`src/rtl/uart_pkg.sv`:
```
// rtl/uart_pkg.sv - shared UART arbiter types, timing constants and helpers
package uart_pkg;

   typedef enum logic [1:0] {
      ST_IDLE  = 2'd0,
      ST_START = 2'd1,
      ST_WAIT  = 2'd2,
      ST_HOLD  = 2'd3
   } arb_state_t;

   localparam int DATA_W_DEF   = 8;
   localparam int CLK_HZ       = 50_000_000;
   localparam int BAUD         = 115200;
   localparam int BIT_CYCLES   = CLK_HZ / BAUD;
   localparam int FRAME_CYCLES = 10 * BIT_CYCLES;
   // Next power of two above one full frame, so the watchdog never trips on a healthy byte.
   localparam int TIMEOUT_DEF  = 2 ** $clog2(FRAME_CYCLES);

   function automatic int rr_next(input int idx, input int n);
      return (idx >= n - 1) ? 0 : idx + 1;
   endfunction

endpackage

```
`src/rtl/uart_tx_arbiter_rr_pick.sv`:
```
// rtl/uart_tx_arbiter_rr_pick.sv - combinational round-robin winner search from a pointer
module rr_pick #(
   parameter int N  = 4,
   parameter int IW = (N > 1) ? $clog2(N) : 1
) (
   input  logic [N-1:0]  i_req,
   input  logic [IW-1:0] i_ptr,
   output logic [N-1:0]  o_grant,
   output logic [IW-1:0] o_idx,
   output logic          o_any
);

   logic [IW:0] w_c;

   always_comb begin
      o_grant = '0;
      o_idx   = '0;
      o_any   = 1'b0;
      w_c     = '0;
      for (int k = 0; k < N; k++) begin
         w_c = {1'b0, i_ptr} + (IW+1)'(k);
         if (w_c >= (IW+1)'(N)) w_c = w_c - (IW+1)'(N);
         if (!o_any && i_req[w_c[IW-1:0]]) begin
            o_any                 = 1'b1;
            o_idx                 = w_c[IW-1:0];
            o_grant[w_c[IW-1:0]]  = 1'b1;
         end
      end
   end

endmodule

```
`src/rtl/uart_tx_arbiter.sv`:
```
// rtl/uart_tx_arbiter.sv - round-robin byte scheduler sharing one uart_tx, with packet lock and watchdog
module uart_tx_arbiter
   import uart_pkg::*;
#(
   parameter int NUM_REQ        = 4,
   parameter int DATA_W         = DATA_W_DEF,
   parameter int TIMEOUT_CYCLES = TIMEOUT_DEF
) (
   input  logic                      clk,
   input  logic                      rst_n,
   input  logic [NUM_REQ-1:0]        req_valid_i,
   input  logic [NUM_REQ*DATA_W-1:0] req_data_i,
   input  logic [NUM_REQ-1:0]        req_last_i,
   output logic [NUM_REQ-1:0]        req_ready_o,
   output logic                      tx_en_o,
   output logic [DATA_W-1:0]         tx_data_o,
   input  logic                      tx_done_i,
   output logic [NUM_REQ-1:0]        grant_o,
   output logic                      busy_o,
   output logic                      err_timeout_o
);

   localparam int IW = (NUM_REQ > 1) ? $clog2(NUM_REQ) : 1;
   localparam int TW = $clog2(TIMEOUT_CYCLES);
   localparam logic [TW-1:0] TMAX = TW'(TIMEOUT_CYCLES - 1);

   arb_state_t        r_state;
   logic [IW-1:0]     r_rr_ptr;
   logic [IW-1:0]     r_owner;
   logic              r_lock;
   logic [TW-1:0]     r_timer;
   logic [DATA_W-1:0] r_data;
   logic              r_tx_en;
   logic [NUM_REQ-1:0] r_grant;

   logic [NUM_REQ-1:0] w_pick_grant;
   logic [IW-1:0]      w_pick_idx;
   logic               w_pick_any;
   logic               w_own_valid;
   logic               w_timeout;

   rr_pick #(.N(NUM_REQ), .IW(IW)) u_pick (
      .i_req   (req_valid_i),
      .i_ptr   (r_rr_ptr),
      .o_grant (w_pick_grant),
      .o_idx   (w_pick_idx),
      .o_any   (w_pick_any)
   );

   assign w_own_valid = req_valid_i[r_owner];
   assign w_timeout   = (r_timer == TMAX);

   // A done pulse or a HOLD transfer on the limit cycle beats the watchdog.
   assign err_timeout_o = rst_n && w_timeout &&
                          (((r_state == ST_WAIT) && !tx_done_i) ||
                           ((r_state == ST_HOLD) && !w_own_valid));

   always_comb begin
      req_ready_o = '0;
      if (r_state == ST_IDLE)
         req_ready_o = w_pick_grant;
      else if (r_state == ST_HOLD)
         req_ready_o[r_owner] = w_own_valid;
   end

   assign tx_en_o   = r_tx_en;
   assign tx_data_o = r_data;
   assign grant_o   = r_grant;
   assign busy_o    = (r_state != ST_IDLE);

   always_ff @(posedge clk) begin
      if (!rst_n) begin
         r_state  <= ST_IDLE;
         r_rr_ptr <= '0;
         r_owner  <= '0;
         r_lock   <= 1'b0;
         r_timer  <= '0;
         r_data   <= '0;
         r_tx_en  <= 1'b0;
         r_grant  <= '0;
      end else begin
         r_tx_en <= 1'b0;
         case (r_state)
            ST_IDLE: begin
               if (w_pick_any) begin
                  r_data  <= req_data_i[w_pick_idx*DATA_W +: DATA_W];
                  r_owner <= w_pick_idx;
                  r_lock  <= ~req_last_i[w_pick_idx];
                  r_grant <= w_pick_grant;
                  r_tx_en <= 1'b1;
                  r_state <= ST_START;
               end
            end
            ST_START: begin
               r_timer <= '0;
               r_state <= ST_WAIT;
            end
            ST_WAIT: begin
               if (tx_done_i) begin
                  if (r_lock) begin
                     r_timer <= '0;
                     r_state <= ST_HOLD;
                  end else begin
                     r_rr_ptr <= IW'(rr_next(int'(r_owner), NUM_REQ));
                     r_grant  <= '0;
                     r_state  <= ST_IDLE;
                  end
               end else if (w_timeout) begin
                  r_lock   <= 1'b0;
                  r_rr_ptr <= IW'(rr_next(int'(r_owner), NUM_REQ));
                  r_grant  <= '0;
                  r_state  <= ST_IDLE;
               end else begin
                  r_timer <= r_timer + 1'b1;
               end
            end
            ST_HOLD: begin
               if (w_own_valid) begin
                  r_data  <= req_data_i[r_owner*DATA_W +: DATA_W];
                  r_lock  <= ~req_last_i[r_owner];
                  r_timer <= '0;
                  r_tx_en <= 1'b1;
                  r_state <= ST_START;
               end else if (w_timeout) begin
                  r_lock   <= 1'b0;
                  r_rr_ptr <= IW'(rr_next(int'(r_owner), NUM_REQ));
                  r_grant  <= '0;
                  r_state  <= ST_IDLE;
               end else begin
                  r_timer <= r_timer + 1'b1;
               end
            end
            default: r_state <= ST_IDLE;
         endcase
      end
   end

endmodule

```
`config.mk`:
```
export PLATFORM = sky130hd
export DESIGN_NAME = uart_tx_arbiter
export DESIGN_NICKNAME = d
export VERILOG_FILES = /design/src/rtl/uart_pkg.sv /design/src/rtl/uart_tx_arbiter_rr_pick.sv /design/src/rtl/uart_tx_arbiter.sv
export SDC_FILE = /design/constraint.sdc
export NUM_CORES = 1
export LEC_CHECK = 0
export BUFFER_PORTS_ARGS = -buffer_cell sky130_fd_sc_hd__buf_2
export CAP_MARGIN = 5
export CELL_PAD_IN_SITES_DETAIL_PLACEMENT = 0
export CELL_PAD_IN_SITES_GLOBAL_PLACEMENT = 2
export CORE_MARGIN = 2
export CORE_UTILIZATION = 28
export DETAILED_ROUTE_END_ITERATION = 16
export PLACE_DENSITY = 0.83
export SETUP_SLACK_MARGIN = 0.5
export SYNTH_ARGS = -nofsm -noshare
export SYNTH_HDL_FRONTEND = slang
export SYNTH_SLANG_ARGS = --single-unit
```
`constraint.sdc`:
```
create_clock -name clk -period 3.5 [get_ports clk]
set_clock_uncertainty 0.1 [all_clocks]
set_input_delay 0.175 -clock clk [delete_from_list [all_inputs] [get_ports clk]]
set_output_delay 0.175 -clock clk [all_outputs]
set_load 0.01 [all_outputs]
```
==> metrics, run 1 <==
Crit. Startpoint=r_rr_ptr[1]; H-tree levels=2; Slew HR=0.474; fraction of layout cells with a size suffix above 1=0.289; CTS tree=built; starting density of the core=0.287; syn avg cell area=8.80 µm²; PwrDens=539 nW/µm²; Die Y=98.3 µm; most used flip-flop cell after synthesis=dfxtp_1; grt total ovfl=0; IO Pins=62; commonest non-fill, non-tap cells in the layout=buf_2, nand2_1, dfxtp_1; Die X-Extent=98.3 µm; synthesized cell area=2490 µm²; Detailed Route WL=6510 µm; worst path arrival time=2.96 ns; status=completed; Core Util, Final=0.350; cell family with the largest share of critical-path delay=simple AND/OR/NAND/NOR gates; CP Class=reg2reg; RSZ-0062 raised after global routing=yes; Async S/R FF share, synth=0; pre-CTS setup slack=0.536 ns; core area=8680 µm²; Max Root-Sink Buffers=2; number of max-cap violations=0; port bufs=61; endpoint class of the critical path=register; Setup-failing EPs final=0; syn nets=341; Lkg Pwr=0.00124 µW; met2 GRT Util=0.204; Crit-path slowest cell=mux4_2; Ant. Diodes=0; crit path cell chain=inv_1, ha_4, mux4_2, nor2b_4, nor4_1, o31ai_1, or3b_4, o221ai_2; worst reg2reg path depth=8; sequential area share after synthesis=0.265; number of global-route vias before repair=2,177; Min-Delay Endpoint=tx_data_o[7]; met3 Use GR=0.0387; M1 GR Usage=0.191; Hold Path Cell Cnt=3; Least-Margin Pin Slew=0.786 ns; Hold-fix buffers, CTS=0; fillcell total=926; Via density=5.12; drt pass-1 iters=4; Worst VDD drop=0.000211 V; final hold violations=0; HPWL after DPL=4940 µm; HP Start=req_data_i[15]; Post-DP Area=2880 µm²; area delta synth->final=22.1%; Initial DRC Count=141; #FFs+latches synth=33; Worst R2R End=tx_data_o[6]; Yosys cell types=53; Site Rows=34; cell area after layout=3040 µm²; Max FO, Critical Path=8; first-pass GRT wire length=10,900 µm; max frequency=351 MHz; startpoint types=register; initial antenna violation count=0; TNS Setup=0 ns; slowest stage delay, CP=0.61 ns; most common cell after layout, fill and taps aside=buf_2; DRT antenna net count=0; final period utilization=0.814; synthesized instance count=283; reg2reg setup slack=0.65 ns; Critical Path RT=3.61 ns; clk_lat worst skew=0.29 ns; min-delay worst type=in2reg; worst r2r src=r_rr_ptr[1]; WP buf/inv=1; DRC=0; GR peak layer=met2; DR vias=2,303; final slew viol count=0; EDFF count, synth=0; clock root buffer=clkbuf_8; Num CTS Buffers=5; Sink Count=33; Layout Nets=399; Reg clk slew, reported paths=0.08 ns; die area=9660 µm²; largest net degree at the start of global routing=19; RD Place Congestion=0.783; final setup margin=0.651 ns; Hold Slack=0.0766 ns; WL per Instance=14.5 µm; Period minus WS final=2.85 ns; synthesis warning total=0; Global Route Usage Sum=0.136
-- per-stage QoR --
step | instances | power [µW]
6_report | 450 | 1640
5_1_grt | 450 | 1760
4_1_cts | 448 | 1630
3_5_place_dp | 440 | 1240
3_3_place_gp | 440 | 1240
2_1_floorplan | 283 | 1050
-- flip-flops by register name, summed over array words and instances (netlist names) --
name and cells:
r_timer 13, tx_data_o 8, grant_o 4, r_owner 2, r_rr_ptr 2, r_state 2
r_lock 1, tx_en_o 1
-- layout make-up --
type / count / area (µm²) / area share
repair buffers: 67 / 363 / 0.119
clock inverters: 1 / 30.0 / 0.00988
inverters: 12 / 45.0 / 0.0148
flip-flops and latches: 33 / 662 / 0.218
clock buffers: 7 / 86.3 / 0.0284
well taps: 108 / 135 / 0.0445
multi-input cells: 222 / 1720 / 0.565
-- repair_timing --
action,in CTS,in global routing
setup buffers,0,2
endpoints found under the setup margin,0,10
resized for setup,0,3
hold endpoints to repair,0,0
-- power breakdown --
part	switching [µW]	internal, µW	total (µW)
clock	154	232	386
combinational	418	330	747
sequential	55.9	450	506
-- worst max-delay path by stage --
stage                     slack [ns]  cells past startpoint            to
final                           0.65                      8  tx_data_o[6]
after global routing            0.46                      8  tx_data_o[4]
after CTS                       0.51                      8  tx_data_o[6]
after detailed placement        0.54                      8  tx_data_o[6]
after global placement          0.59                      8  tx_data_o[0]
after floorplan                 0.51                     13  tx_data_o[0]
-- cells in the mapped netlist, drive strengths merged, types with 3 or more instances --
| master | instances | share of area |
|---|---|---|
| dfxtp | 33 | 0.27 |
| nand2 | 32 | 0.048 |
| nor2 | 21 | 0.032 |
| mux2i | 19 | 0.076 |
| ha | 15 | 0.075 |
| nand3 | 13 | 0.026 |
| inv | 12 | 0.018 |
| o221ai | 12 | 0.062 |
| nor2b | 11 | 0.031 |
| buf | 10 | 0.030 |
| xor2 | 9 | 0.032 |
| a22oi | 8 | 0.024 |
| o21ai | 8 | 0.016 |
| a21oi | 6 | 0.012 |
| clkbuf | 6 | 0.0090 |
| nor3b | 6 | 0.018 |
| and3 | 5 | 0.013 |
| mux4 | 5 | 0.045 |
| nand2b | 4 | 0.010 |
| nor3 | 4 | 0.0080 |
| o21a | 4 | 0.012 |
| a31oi | 3 | 0.014 |
| nand4 | 3 | 0.0075 |
| o31ai | 3 | 0.0090 |
-- metal layers --
layer  vias up  share of wire
met5         -              0
met4         0          0.019
met3         9          0.078
met2        82           0.41
met1      1059           0.49
li1       1153              -
-- kinds of logic (layout without fill, tap and decap cells) --
family,after synthesis,after routing,share of synthesized area
and+or+nand+nor,112,112,0.234
DFF,33,33,0.265
adders and majority gates,15,15,0.0754
muxes,25,25,0.126
buffers and inverters,28,87,0.0568
AOI/OAI and AO/OA,60,60,0.207
xor gates and xnor gates,10,10,0.0352
-- worst register-to-register path, cell delays in order (launching register included) --
cell and delay [ns]:
dfxtp_1 0.33, inv_1 0.09, ha_4 0.32, mux4_2 0.61, nor2b_4 0.25, nor4_1 0.10
o31ai_1 0.26, or3b_4 0.51, o221ai_2 0.21
(Power assumes the default switching activity.)
==> run 2: changes to the inputs <==
Settings changed: ABC_AREA set to 1, CORE_UTILIZATION 28 to 26, PLACE_DENSITY 0.83 to 0.84.
Clock period 3.5 ns to 2.5 ns, I/O delays scaled along.
==> run 2 against run 1 <==
Effect of this change: sequential cell count unchanged; final cell count rose by 49%; power increased by 140%; highest routed layer unchanged; combinational power grew to 3.6 times the previous value; critical path depth is 3 higher.
==> metrics, run 2 <==
status=completed; DR vias=3,066 (+33%); fillcell total=1,186 (+28%); min-delay worst type=in2reg; syn avg cell area=6.44 µm² (-27%); Max FO, Critical Path=4 (-4); drt pass-1 iters=5 (+1); Area contributors post-synth=dfxtp_1, nand2_1, inv_1; area delta synth->final=39.0%; PwrDens=997 nW/µm² (+85%); TNS Setup=0 ns (unchanged); fraction of layout cells with a size suffix above 1=0.371 (+0.0810); area leader, netlist=dfxtp_1; HPWL after DPL=6130 µm (+24%); number of max-cap violations=0 (unchanged); Slew HR=0.609 (+0.135); max frequency=441 MHz; number of global-route vias before repair=3,025 (+39%); worst path arrival time=2.04 ns (-0.92 ns); multiplexer share of the synthesized area=0 (-0.126); Most flops, register=r_timer; WL per Instance=12.8 µm (-11%); core area=10,700 µm² (+23%); DRC=0 (unchanged); grt total ovfl=0 (unchanged); Worst VDD drop=0.000305 V (+45%); Simple-Gate Fraction of Synth Area=0.427 (+0.193); Yosys cell types=39 (-26%); Detailed Route WL=8570 µm (+32%); first-pass GRT wire length=14,400 µm (+33%); Global Route Usage Sum=0.153 (+0.0167); Setup-failing EPs final=0 (unchanged); most common cell in the netlist=nand2_1; most common cell after layout, fill and taps aside=nand2_1; endpoint class of the critical path=primary output; EDFF count, synth=0 (unchanged); RD Place Congestion=0.781 (-0.27%); Reg clk slew, reported paths=0.07 ns (about the same); Post-Synth Adder-Cell Area=0.0666 (-0.00880); Async S/R FF share, synth=0 (unchanged); Site Rows=38 (+12%); syn nets=496 (+45%); most used flip-flop cell after synthesis=dfxtp_1; Sink Count=33 (unchanged); largest family of logic cells by synthesized area=simple AND/OR/NAND/NOR gates; largest net degree at the start of global routing=17 (-2); area of the multi-input gates=2080 µm² (+21%); Max Root-Sink Buffers=2 (unchanged); synthesized instance count=438 (+55%); max reg flops=13 (unchanged); final setup margin=0.232 ns (-0.420 ns); starting density of the core=0.264 (-0.0234); Least-Margin Pin Slew=0.585 ns (-0.201 ns); final slew viol count=0 (unchanged); Die X-Extent=108 µm (+10%); Placed Cells=637 (+45%); commonest non-fill, non-tap cells in the layout=nand2_1, inv_1, buf_2; initial antenna violation count=0 (unchanged); Layout Cells excl Fill=669 (+49%); die area=11,700 µm² (+21%); DRT antenna net count=0 (unchanged); pre-CTS setup slack=0.231 ns (-0.305 ns); RSZ-0062 raised after global routing=yes; Critical Path RT=2.28 ns (-1.33 ns); final hold violations=0 (unchanged); synthesized cell area=2820 µm² (+13%); synthesis warning total=0 (unchanged); IO Pins=62 (unchanged); final period utilization=0.907; Synth top cells by count=nand2_1, inv_1, nand3_1; Layout Nets=587 (+47%); H-tree levels=2 (unchanged); sequential area share after synthesis=0.234 (-0.0310); Hold-fix buffers, CTS=0 (unchanged); post-synthesis xor/xnor area fraction=0.00311 (-0.0321); FF/Latch Area=676 µm² (+2.1%); Lkg Pwr=0.00199 µW (+60%); #FFs+latches synth=33 (unchanged); compound-cell area share of the yosys netlist=0.129 (-0.0783); CP Class=reg2out; startpoint types=register; Initial DRC Count=146 (+3.5%); Die Y=108 µm (+10%); Period minus WS final=2.27 ns; CTS tree=built; Num CTS Buffers=5 (unchanged); Via density=4.58 (-10%); Ant. Diodes=0 (unchanged); clock root buffer=clkbuf_8; port bufs=61 (unchanged); clk_lat worst skew=0.28 ns (about the same); top-area cell type share of the netlist area=0.234 (-0.0310)
==> run 2: cell count changes after synthesis, sizes merged, moves of 12 or more <==
cell / previous run / this run
inv: 12 / 85
nor2: 21 / 38
nand3: 13 / 75
nand2: 32 / 105
o21ai: 8 / 24
o221ai: 12 / 0
mux2i: 19 / 0
a21oi: 6 / 25
==> run 2: cells by family after synthesis <==
| group | count (synthesis) |
|---|---|
| and+or+nand+nor | 232 |
| AOI/OAI and AO/OA | 64 |
| buffers and inverters | 93 |
| adders and majority gates | 15 |
| DFF | 33 |
| xor gates and xnor gates | 1 |
==> run 2: area by class of cell <==
class	instances	share of cell area
timing repair buffer	90	0.142
sequential	33	0.172
multi-input combinational	314	0.532
clock buffer	6	0.0211
clock inverter	1	0.00160
tap	140	0.0447
inverter	85	0.0865
==> run 2: final timing paths <==
path | from | endpoint | slack, ns | depth (start not counted)
worst max-delay path | r_rr_ptr[0] | req_ready_o[3] | 0.23 | 11
worst min-delay path | rst_n | grant_o[0] | 0.05 | 3
worst max register to register | r_rr_ptr[0] | tx_data_o[0] | 0.31 | 15
worst min register to register | r_timer[11] | r_timer[11] | 0.35 | 2
==> run 2: where the power goes <==
part	leakage (µW)	internal (µW)	total, µW	switching, µW
Combinational	0.00167	1070	2700	1640
Sequential	0.000274	674	781	108
Clock	0.0000476	219	420	202
Total	0.00199	1960	3910	1950
==> run 2: per-layer routing <==
metal | vias up | part of all wire | global-route usage
met5 | - | 0 | 0
met4 | 0 | 0.013 | 0.0339
met3 | 10 | 0.040 | 0.0247
met2 | 64 | 0.48 | 0.263
met1 | 1395 | 0.47 | 0.200
li1 | 1597 | - | -
==> run 2: critical path, cell delays in order, from the launching register on <==
cell and delay (ns):
dfxtp_4 0.39, inv_8 0.05, ha_4 0.30, nand3_2 0.11, nand2_4 0.13, nand2_2 0.10
o21ai_1 0.22, a21oi_2 0.06, o21ai_2 0.08, nand2_1 0.09, o31ai_2 0.07, buf_2 0.17
==> run 2: repair_timing <==
action	in CTS	in global routing
pin swaps	15	14
setup endpoints to repair	29	37
gates cloned	2	0
resized for setup	44	41
buffers inserted	20	3
==> run 2: per-stage QoR <==
step | power, µW | utilization | hold slack, ns | area, µm²
detailed placement | 2880 | 0.309 | 0.343 | 3300
global placement | 2870 | 0.309 | 0.334 | 3300
floorplan | 2370 | - | 0.123 | 2850
global route | 4290 | 0.366 | 0.0693 | 3920
finish | 3910 | 0.366 | 0.0458 | 3920
CTS | 3740 | 0.350 | 0.0405 | 3740
==> run 3: changes to the inputs <==
Settings changed: CORE_MARGIN 2 to not set.
==> run 3 against run 2 <==
Effect of this change: global-route usage rose by 0.68 points; design area rose by 3.3%; combinational power rose by 2%; worst hold slack improved by 0.0028 ns; power rose by 4.2%; die area fell by 3.7%; first-iteration DRC count fell by 20%; sequential cell count did not move; clock power rose by 24%; critical path type unchanged; non-clock buffer count rose by 10; routed wire length rose by 0.29%.
==> metrics, run 3 (synthesis results as in run 2) <==
Die X-Extent=106 µm (-1.8%); clock share of power=0.128 (+0.020); Sink Count=33 (unchanged); starting density of the core=0.271 (+0.00712); grt total ovfl=0 (unchanged); Detailed Route WL=8600 µm (+0.29%); Sw Share=0.489 (-0.00915); Initial DRC Count=117 (-20%); DRT antenna net count=0 (unchanged); final period utilization=0.882 (-0.0254); Via density=4.58 (-0.12%); crit path cell chain=inv_8, ha_4, inv_4, nand2_4, nand2_4, nor2_8, nand3_4, o21ai_2, nand2_1, o31ai_2, buf_2; Int Pwr=2080 µW (+6.1%); final slew viol count=0 (unchanged); drt pass-1 iters=4 (-1); Flop pwr share=0.193 (-0.007); Period minus WS final=2.20 ns (-0.0636 ns); crit path to=req_ready_o[3]; final hold violations=0 (unchanged); Critical Path RT=2.28 ns (about the same); Max FO, Critical Path=5 (+1); Crit-path slowest cell=dfxtp_4; Lkg Pwr=0.00205 µW (+2.8%); clock root buffer=clkbuf_8; Setup-failing EPs final=0 (unchanged); Most flops, register=r_timer; initial antenna violation count=0 (unchanged); max frequency=454 MHz (+2.9%); max reg flops=13 (unchanged); RD Place Congestion=0.797 (+2.0%); Slew HR=0.564 (-0.0453); clk_lat worst skew=0.29 ns (about the same); H-tree levels=2 (unchanged); HPWL after DPL=6030 µm (-1.7%); DRC=0 (unchanged); Ant. Diodes=0 (unchanged); fraction of layout cells with a size suffix above 1=0.405 (+0.0343); largest net degree at the start of global routing=17 (unchanged); reg2reg setup slack=0.30 ns (about the same); Hold-fix buffers, CTS=0 (unchanged); first-pass GRT wire length=14,500 µm (+0.96%); area delta synth->final=43.6%; Worst VDD drop=0.000512 V (+68%); endpoint class of the critical path=primary output; startpoint types=register; worst r2r src=r_rr_ptr[0]; RSZ-0062 raised after global routing=yes; most common cell after layout, fill and taps aside=nand2_1; commonest non-fill, non-tap cells in the layout=nand2_1, inv_1, buf_2; Layout Nets=598 (+1.9%); number of max-cap violations=0 (unchanged); Num CTS Buffers=5 (unchanged); worst reg2reg path depth=16 (+1); Post-DP Area=3310 µm² (+0.30%); worst path arrival time=1.98 ns (-0.06 ns); Crit. Startpoint=r_rr_ptr[0]; min-delay worst type=in2reg; Max Root-Sink Buffers=2 (unchanged); Routed met1 length=4010 µm (+0.50%); Reg clk slew, reported paths=0.07 ns (about the same); Worst R2R End=tx_data_o[0]; PwrDens=1010 nW/µm² (+0.92%); Least-Margin Pin Slew=0.654 ns (+0.0687 ns); wire length on met3=359 µm (+4.1%); switching pwr=1990 µW (+2.3%); port bufs=61 (unchanged); Max Used Layer=met4; Site Rows=37 (-2.6%); number of global-route vias before repair=3,096 (+2.3%); die area=11,300 µm² (-3.7%); Comb power frac=0.679 (-0.013); CTS tree=built; IO Pins=62 (unchanged); core area=10,400 µm² (-2.6%); DR vias=3,099 (+1.1%); TNS Setup=0 ns (unchanged); Die Y=106 µm (-1.8%); WL per Instance=12.7 µm (-0.89%); Top cell by count, worst path=nand2_4; slowest stage delay, CP=0.40 ns (about the same); met2 WL=4080 µm (-0.95%); cell area after layout=4050 µm² (+3.3%); Hold Slack=0.0486 ns (+0.00280 ns); CP Class=reg2out; Global Route Usage Sum=0.160 (+0.00684); status=completed
==> run 3: what timing repair did <==
action                     CTS  global route
pin swaps                   24            10
setup endpoints to repair   30            33
resized for setup           56            46
buffers inserted            27             4
gates cloned                 3             0
==> run 3: layer usage <==
layer / up-vias / GRT usage
met2: 77 / 0.276
met1: 1386 / 0.204
met3: 10 / 0.0239
met4: 0 / 0.0446
li1: 1626 / -
met5: - / 0
==> run 3: power by group through the flow <==
| stage | Clock (µW) | Sequential, µW | Combinational [µW] |
|---|---|---|---|
| after floorplan | 0 | 812 | 1560 |
| after global placement | 0 | 790 | 2100 |
| after detailed placement | 0 | 786 | 2100 |
| after CTS | 540 | 769 | 2580 |
| after global routing | 558 | 803 | 3110 |
| final | 522 | 786 | 2760 |
==> run 3: worst min path at each step <==
stage                startpoint          end  cells after the start
floorplan                 rst_n   grant_o[0]                      2
global placement    r_timer[11]  r_timer[11]                      2
detailed placement  r_timer[11]  r_timer[11]                      2
CTS                       rst_n   grant_o[0]                      3
global route              rst_n   grant_o[0]                      3
finish                    rst_n   grant_o[0]                      3
==> run 3: worst max-delay path: cells and delay by family, from the launching register on <==
kind / cells / cell delay (ns)
fa+ha+maj: 1 / 0.30
compound gates: 2 / 0.25
buf+inv: 3 / 0.26
flops: 1 / 0.40
simple gates: 5 / 0.47
==> run 3: area by class of cell <==
type | instances | area, µm²
inverters | 85 | 348
repair buffers | 100 | 624
well taps | 136 | 170
clock buffers | 5 | 68.8
clock inverters | 3 | 46.3
fillers | 1135 | 6370
flip-flops and latches | 33 | 677
multi-input cells | 315 | 2110
==> run 3: stage by stage <==
step,instances,setup WS [ns],util,total power (µW)
2_1_floorplan,438,0.497,-,2370
6_report,677,0.295,0.389,4070
4_1_cts,673,0.305,0.369,3890
5_1_grt,677,0.155,0.389,4470
3_5_place_dp,635,0.259,0.318,2890
3_3_place_gp,635,0.256,0.318,2890
